==> config.mk <==
export PLATFORM = sky130hd
export DESIGN_NAME = pzcorebus_response_sequencer
export DESIGN_NICKNAME = d
export VERILOG_FILES = /design/src/rtl/pzcorebus_pkg.sv /design/src/rtl/pzcorebus_response_sequencer.sv
export SDC_FILE = /design/constraint.sdc
export NUM_CORES = 1
export LEC_CHECK = 0
export CORE_AREA = 10 10 220 222
export DETAILED_ROUTE_END_ITERATION = 6
export DIE_AREA = 0 0 230 232
export PLACE_DENSITY = 0.47
export SLEW_MARGIN = 40
export SYNTH_ARGS = -nofsm -noshare
export SYNTH_HDL_FRONTEND = slang
export SYNTH_SLANG_ARGS = --single-unit
==> constraint.sdc <==
create_clock -name i_clk -period 7.9 [get_ports i_clk]
set_input_delay 0.79 -clock i_clk [delete_from_list [all_inputs] [get_ports i_clk]]
set_output_delay 0.79 -clock i_clk [all_outputs]
set_load 0.03 [all_outputs]
==> src/rtl/pzcorebus_pkg.sv <==
// Shared pzcorebus type definitions used by the response sequencer and its bench.
//   pzcorebus_command_type  : command encoding; bit 3 set marks a non-posted command
//   pzcorebus_response_type : response encoding; zero is the idle/null response
package pzcorebus_pkg;

  typedef enum logic [3:0] {
    PZCOREBUS_NULL_COMMAND          = 4'h0,
    PZCOREBUS_MESSAGE               = 4'h1,
    PZCOREBUS_WRITE                 = 4'h2,
    PZCOREBUS_FULL_WRITE            = 4'h3,
    PZCOREBUS_ATOMIC                = 4'h4,
    PZCOREBUS_READ                  = 4'h8,
    PZCOREBUS_MESSAGE_NON_POSTED    = 4'h9,
    PZCOREBUS_WRITE_NON_POSTED      = 4'hA,
    PZCOREBUS_FULL_WRITE_NON_POSTED = 4'hB,
    PZCOREBUS_ATOMIC_NON_POSTED     = 4'hC
  } pzcorebus_command_type;

  typedef enum logic [1:0] {
    PZCOREBUS_NULL_RESPONSE        = 2'd0,
    PZCOREBUS_RESPONSE             = 2'd1,
    PZCOREBUS_RESPONSE_WITH_DATA   = 2'd2
  } pzcorebus_response_type;

  // Non-posted commands are the ones that expect a response.
  function automatic logic is_non_posted_command(input pzcorebus_command_type cmd);
    return cmd[3];
  endfunction

endpackage

==> src/rtl/pzcorebus_response_sequencer.sv <==
// Slave-side response stage for a memory-H profile pzcorebus slave.
// Accepts one command at a time from the slave's command decode and produces
// the matching response on the sresp port. Reads and non-posted atomics are
// split into data beats with per-beat unit enables and a last flag; the data
// itself is passed straight through from the local read data source. Other
// non-posted commands produce a single data-less response; posted commands
// produce nothing.
//
// Ports:
//   i_clk, i_rst_n                 clock, asynchronous active-low reset
//   i_mcmd_valid / o_scmd_accept   command handshake
//   i_mcmd, i_mid, i_maddr,
//   i_mlength                      command type, id, byte address, packed length
//   i_rdata_valid / o_rdata_ready  local read data handshake
//   i_rdata                        local read data
//   o_sresp_valid / i_mresp_accept response handshake
//   o_sresp, o_sid, o_sdata,
//   o_sresp_uniten, o_slast        response type, id, data, unit enables, last beat
module pzcorebus_response_sequencer
  import pzcorebus_pkg::*;
#(
  parameter int   ID_WIDTH        = 8,
  parameter int   ADDRESS_WIDTH   = 32,
  parameter int   MAX_LENGTH      = 256,
  parameter int   LENGTH_WIDTH    = $clog2(MAX_LENGTH),
  parameter int   DATA_WIDTH      = 256,
  parameter int   UNIT_DATA_WIDTH = 32,
  localparam int  DATA_SIZE       = DATA_WIDTH / UNIT_DATA_WIDTH
)(
  input  logic                       i_clk,
  input  logic                       i_rst_n,
  input  logic                       i_mcmd_valid,
  output logic                       o_scmd_accept,
  input  pzcorebus_command_type      i_mcmd,
  input  logic [ID_WIDTH-1:0]        i_mid,
  input  logic [ADDRESS_WIDTH-1:0]   i_maddr,
  input  logic [LENGTH_WIDTH-1:0]    i_mlength,
  input  logic                       i_rdata_valid,
  output logic                       o_rdata_ready,
  input  logic [DATA_WIDTH-1:0]      i_rdata,
  output logic                       o_sresp_valid,
  input  logic                       i_mresp_accept,
  output pzcorebus_response_type     o_sresp,
  output logic [ID_WIDTH-1:0]        o_sid,
  output logic [DATA_WIDTH-1:0]      o_sdata,
  output logic [DATA_SIZE-1:0]       o_sresp_uniten,
  output logic                       o_slast
);

  // Offset is kept one bit wide even for single-unit buses; it is then always zero.
  localparam int OFFSET_WIDTH = (DATA_SIZE > 1) ? $clog2(DATA_SIZE) : 1;
  localparam int OFFSET_LSB   = $clog2(UNIT_DATA_WIDTH) - 3;
  // Wide enough to hold both MAX_LENGTH and DATA_SIZE.
  localparam int COUNT_WIDTH  = ((LENGTH_WIDTH > OFFSET_WIDTH) ? LENGTH_WIDTH : OFFSET_WIDTH) + 1;

  typedef enum logic [1:0] {
    IDLE        = 2'd0,
    DATA_RESP   = 2'd1,
    NODATA_RESP = 2'd2
  } state_e;

  state_e                   state_r;
  state_e                   state_next_s;
  logic [ID_WIDTH-1:0]      id_r;
  logic [COUNT_WIDTH-1:0]   remaining_r;
  logic [OFFSET_WIDTH-1:0]  offset_r;

  logic                     load_cmd_s;
  logic                     beat_done_s;
  logic [OFFSET_WIDTH-1:0]  read_offset_s;
  logic [COUNT_WIDTH-1:0]   read_length_s;
  logic [COUNT_WIDTH-1:0]   offset_ext_s;
  logic [COUNT_WIDTH-1:0]   avail_s;
  logic [COUNT_WIDTH-1:0]   size_s;
  logic                     last_s;
  logic [DATA_SIZE-1:0]     uniten_s;

  // Only the unit-offset bits of the address matter here.
  logic unused_s;
  assign unused_s = ^i_maddr;

  if (DATA_SIZE > 1) begin : g_offset
    assign read_offset_s = i_maddr[OFFSET_LSB +: OFFSET_WIDTH];
  end else begin : g_no_offset
    assign read_offset_s = {OFFSET_WIDTH{1'b0}};
  end

  // A packed length of zero stands for the maximum burst.
  assign read_length_s = (i_mlength == {LENGTH_WIDTH{1'b0}})
                       ? COUNT_WIDTH'(MAX_LENGTH)
                       : COUNT_WIDTH'(i_mlength);

  // Beat size: units left in the current bus word, capped by units left in the burst.
  always_comb begin
    offset_ext_s = COUNT_WIDTH'(offset_r);
    avail_s      = COUNT_WIDTH'(DATA_SIZE) - offset_ext_s;
    if (remaining_r < avail_s) begin
      size_s = remaining_r;
    end else begin
      size_s = avail_s;
    end
    last_s = (remaining_r == size_s);
  end

  // Unit enables cover [offset, offset + size).
  always_comb begin
    uniten_s = {DATA_SIZE{1'b0}};
    for (int i = 0; i < DATA_SIZE; i++) begin
      uniten_s[i] = (COUNT_WIDTH'(i) >= offset_ext_s) &&
                    (COUNT_WIDTH'(i) < (offset_ext_s + size_s));
    end
  end

  // FSM state register.
  always_ff @(posedge i_clk or negedge i_rst_n) begin
    if (!i_rst_n) begin
      state_r <= IDLE;
    end else begin
      state_r <= state_next_s;
    end
  end

  // FSM next state and response outputs; outputs are a function of state and
  // the live handshake inputs so the first beat costs no extra cycle.
  always_comb begin
    state_next_s   = state_r;
    load_cmd_s     = 1'b0;
    beat_done_s    = 1'b0;
    o_scmd_accept  = 1'b0;
    o_sresp_valid  = 1'b0;
    o_rdata_ready  = 1'b0;
    o_sresp        = PZCOREBUS_NULL_RESPONSE;
    o_sid          = {ID_WIDTH{1'b0}};
    o_sdata        = {DATA_WIDTH{1'b0}};
    o_sresp_uniten = {DATA_SIZE{1'b0}};
    o_slast        = 1'b0;
    case (state_r)
      IDLE: begin
        o_scmd_accept = 1'b1;
        if (i_mcmd_valid) begin
          load_cmd_s = 1'b1;
          if (!is_non_posted_command(i_mcmd)) begin
            state_next_s = IDLE;
          end else if ((i_mcmd == PZCOREBUS_READ) ||
                       (i_mcmd == PZCOREBUS_ATOMIC_NON_POSTED)) begin
            state_next_s = DATA_RESP;
          end else begin
            state_next_s = NODATA_RESP;
          end
        end else begin
          state_next_s = IDLE;
        end
      end
      DATA_RESP: begin
        o_sresp_valid  = i_rdata_valid;
        o_rdata_ready  = i_mresp_accept;
        o_sresp        = PZCOREBUS_RESPONSE_WITH_DATA;
        o_sid          = id_r;
        o_sdata        = i_rdata;
        o_sresp_uniten = uniten_s;
        o_slast        = last_s;
        if (i_rdata_valid && i_mresp_accept) begin
          beat_done_s  = 1'b1;
          state_next_s = last_s ? IDLE : DATA_RESP;
        end else begin
          state_next_s = DATA_RESP;
        end
      end
      NODATA_RESP: begin
        o_sresp_valid = 1'b1;
        o_sresp       = PZCOREBUS_RESPONSE;
        o_sid         = id_r;
        o_slast       = 1'b1;
        if (i_mresp_accept) begin
          state_next_s = IDLE;
        end else begin
          state_next_s = NODATA_RESP;
        end
      end
      default: begin
        state_next_s = IDLE;
      end
    endcase
  end

  // Burst bookkeeping: load on command accept, advance on each completed beat.
  always_ff @(posedge i_clk or negedge i_rst_n) begin
    if (!i_rst_n) begin
      id_r        <= {ID_WIDTH{1'b0}};
      remaining_r <= {COUNT_WIDTH{1'b0}};
      offset_r    <= {OFFSET_WIDTH{1'b0}};
    end else if (load_cmd_s) begin
      id_r <= i_mid;
      if (i_mcmd == PZCOREBUS_ATOMIC_NON_POSTED) begin
        remaining_r <= COUNT_WIDTH'(DATA_SIZE);
        offset_r    <= {OFFSET_WIDTH{1'b0}};
      end else begin
        remaining_r <= read_length_s;
        offset_r    <= read_offset_s;
      end
    end else if (beat_done_s) begin
      remaining_r <= remaining_r - size_s;
      offset_r    <= {OFFSET_WIDTH{1'b0}};
    end else begin
      remaining_r <= remaining_r;
      offset_r    <= offset_r;
    end
  end

endmodule

==> flow_summary.yaml <==
power:
  p_leak_nw: 3.72
  p_seq_frac: 0.076
  ir_drop_mv: 0.190
  p_sw_mw: 1.76
  p_comb_frac: 0.878
  powerDensity_nw_per_um2: 313
  swShare: 0.564
  p_int_mw: 1.36
  power_frac_clock: 0.046
synthesis:
  synth_area_leaders: "and2_1 (46%), dfrtp_1 (15%), ha_1 (6.6%)"
  synth_area_per_cell_um2: 7.04
  synthDistinctLibCells: 47
  syn_area_um2: 3610
  yosysWarnings: 0
  synth-edff-count: 0
  yosysTopAreaCellShare: 0.463
  seq_area_frac_synth: 0.153
  synth_largest_area_cell: "and2_1"
  synth_cells: 513
  synth_seq_cells: 22
  syn_nets: 847
  synth_flop_cell: "dfrtp_1"
  ys_async_sr_fraction: 1.00
cells_and_area:
  drive_above_1_share: 0.0192
  regArea_um2: 551
  final_util: 0.227
  nFillCells: 4966
  nets: 1377
  multi_input_comb_area_um2: 2880
  area_growth_pct: 176
sta:
  setup_tns_ns: 0
  fin_crit_ns: 5.74
  slew_violations: 0
  setup_ws_ns: 2.16
  worst_pin_slew_ns: 0.768
  finClkSkew_ns: 0.00637
  setup_viol: 0
  finalHoldViolations: 0
  fmax_mhz: 174
  fin_crit_sh: 0.727
  slew_headroom: 0.488
  rsz0062_at_grt: "false"
place:
  portBuffers: 561
  dp_hpwl_um: 41300
  pre_cts_ws_ns: 2.43
  routabilityCongestion: 0.837
grt:
  overflow: 0
  grtUsageTotal: 0.161
  antenna_found_initial: 35
  grt_pass1_vias: 6042
  grt_max_degree: 227
  grt_pass1_wl_um: 59100
detailed_routing:
  drt_first_pass_iters: 4
  drc: 0
  avgRoutedWirePerCell_um: 28.1
  routed_via_density: 3.55
  ant_nets: 0
  vias: 5822
  drt_wl_total_um: 46100
  drt_iter0_markers: 166
clocking:
  post_cts_buffers: 0
  ctsRootBufferMaster: "clkbuf_16"
  ctsHoldBuffers: 0
  clkLatencyLatePin_ns: 0.26
  htree_levels: 1
  cts_resized: 0
  cts_inserted_buffers: 3
  cts_tree: "built"
  clock-sinks: 22
  path_clk_slew_ns: 0.06
  cts_max_path_buffers: 2
floorplan:
  die_area_um2: 53400
  die_height_um: 232
  initial_core_util: 0.0822
  rows: 77
  ios: 591
  fp.dieW_um: 230
  core_area_um2: 43900
setup_path:
  path_class: "register to output pin"
  cp-end-kind: "output pin"
  arrival_ns: 4.95
  path_max_fanout: 8
  critPathRequiredTime_ns: 7.11
  critPathLaunchType: "register"
run:
  max-cap-violations: 0
status:
  status: "finished clean"
min_path:
  hp-class: "register to register"
[worst paths after layout]
kind / endpoint / cells after the start / startpoint / slack (ns)
max: o_sresp_uniten[4] / 19 / offset_r[1] / 2.16
min: id_r[5] / 2 / id_r[5] / 0.47
min in group asynchronous: remaining_r[5] / 1 / i_rst_n / 0.51
max reg2reg: remaining_r[7] / 16 / offset_r[1] / 3.60
max in group asynchronous: id_r[0] / 1 / i_rst_n / 7.03
min reg2reg: id_r[5] / 2 / id_r[5] / 0.47
[cell usage after synthesis, types with 3 or more instances]
cell	instances
nand3_1	6
dfrtp_1	22
inv_1	12
nor2_1	16
nor2b_1	7
nand2_1	41
a21o_1	4
xnor2_1	3
and2_1	267
nand2b_1	4
a21oi_1	16
nor3_1	3
clkbuf_1	35
o21ai_0	7
a31oi_1	3
a311oi_2	3
a22o_1	6
ha_1	19
nand3b_1	5
[worst max-delay path, cell delays in order (launching register included)]
cell	delay [ns]
dfrtp_1	0.54
inv_1	0.15
ha_1	0.24
ha_1	0.28
inv_1	0.05
ha_1	0.28
a21oi_1	0.17
o21ai_1	0.15
a21oi_2	0.31
nand2_1	0.09
o21ai_0	0.15
ha_1	0.24
inv_1	0.05
fa_1	0.49
nor2b_1	0.17
nor2_1	0.13
nand3b_1	0.13
a21oi_1	0.05
a311oi_2	0.25
clkdlybuf4s50_1	0.74
[metrics by stage]
step | area, um2 | hold WS, ns | power, mW | instances
after global placement | 9850 | 0.452 | 3.00 | 1630
after floorplan | 3610 | 0.438 | 1.83 | 513
after CTS | 9950 | 0.474 | 3.18 | 1634
after detailed placement | 9850 | 0.455 | 3.02 | 1630
after global routing | 9950 | 0.493 | 3.35 | 1634
final | 9970 | 0.474 | 3.12 | 1640
[registers in the layout, indices dropped and copies added (netlist names)]
name,cells
state_r,2
id_r,8
remaining_r,9
offset_r,3
[placed cells by master (no fill, tap or decap), drive strengths merged, types with 3 or more instances in the layout]
| cell | n |
|---|---|
| a21o | 4 |
| a21oi | 17 |
| a22o | 6 |
| a311oi | 3 |
| a31oi | 4 |
| and2 | 268 |
| clkbuf | 3 |
| clkdlybuf4s50 | 560 |
| dfrtp | 22 |
| diode | 6 |
| ha | 19 |
| inv | 13 |
| nand2 | 41 |
| nand2b | 4 |
| nand3 | 6 |
| nand3b | 5 |
| nor2 | 16 |
| nor2b | 7 |
| nor3 | 4 |
| o21ai | 9 |
| xnor2 | 3 |
[logic make-up after synthesis]
logic type | Yosys count | synth area share
and+or+nand+nor | 360 | 0.591
AOI/OAI and AO/OA | 55 | 0.112
muxes | 1 | 0.00277
adders and majority gates | 21 | 0.0770
buffers and inverters | 50 | 0.0551
DFF | 22 | 0.153
xor gates and xnor gates | 4 | 0.00971
[power groups by stage]
stage	logic, mW	clock network [mW]	registers (mW)
after floorplan	1.62	0	0.214
after global placement	2.77	0	0.235
after detailed placement	2.78	0	0.239
after CTS	2.80	0.146	0.237
after global routing	2.95	0.150	0.247
final	2.74	0.144	0.237
[layer usage]
metal | track usage | vias up | part of all wire
li1 | - | 2689 | -
met1 | 0.168 | 2714 | 0.37
met2 | 0.269 | 342 | 0.47
met3 | 0.120 | 43 | 0.16
met4 | 0.00678 | 34 | 0.0031
met5 | 0 | - | 0.0048
[area by class of cell]
class	count	area share
clock inverter	1	0.00301
clock buffer	3	0.00753
multi-input combinational	441	0.289
sequential	22	0.0552
timing repair buffer	562	0.565
tap	592	0.0743
inverter	13	0.00489
antenna	6	0.00151
Note: power is estimated with default switching activity, not from simulation.
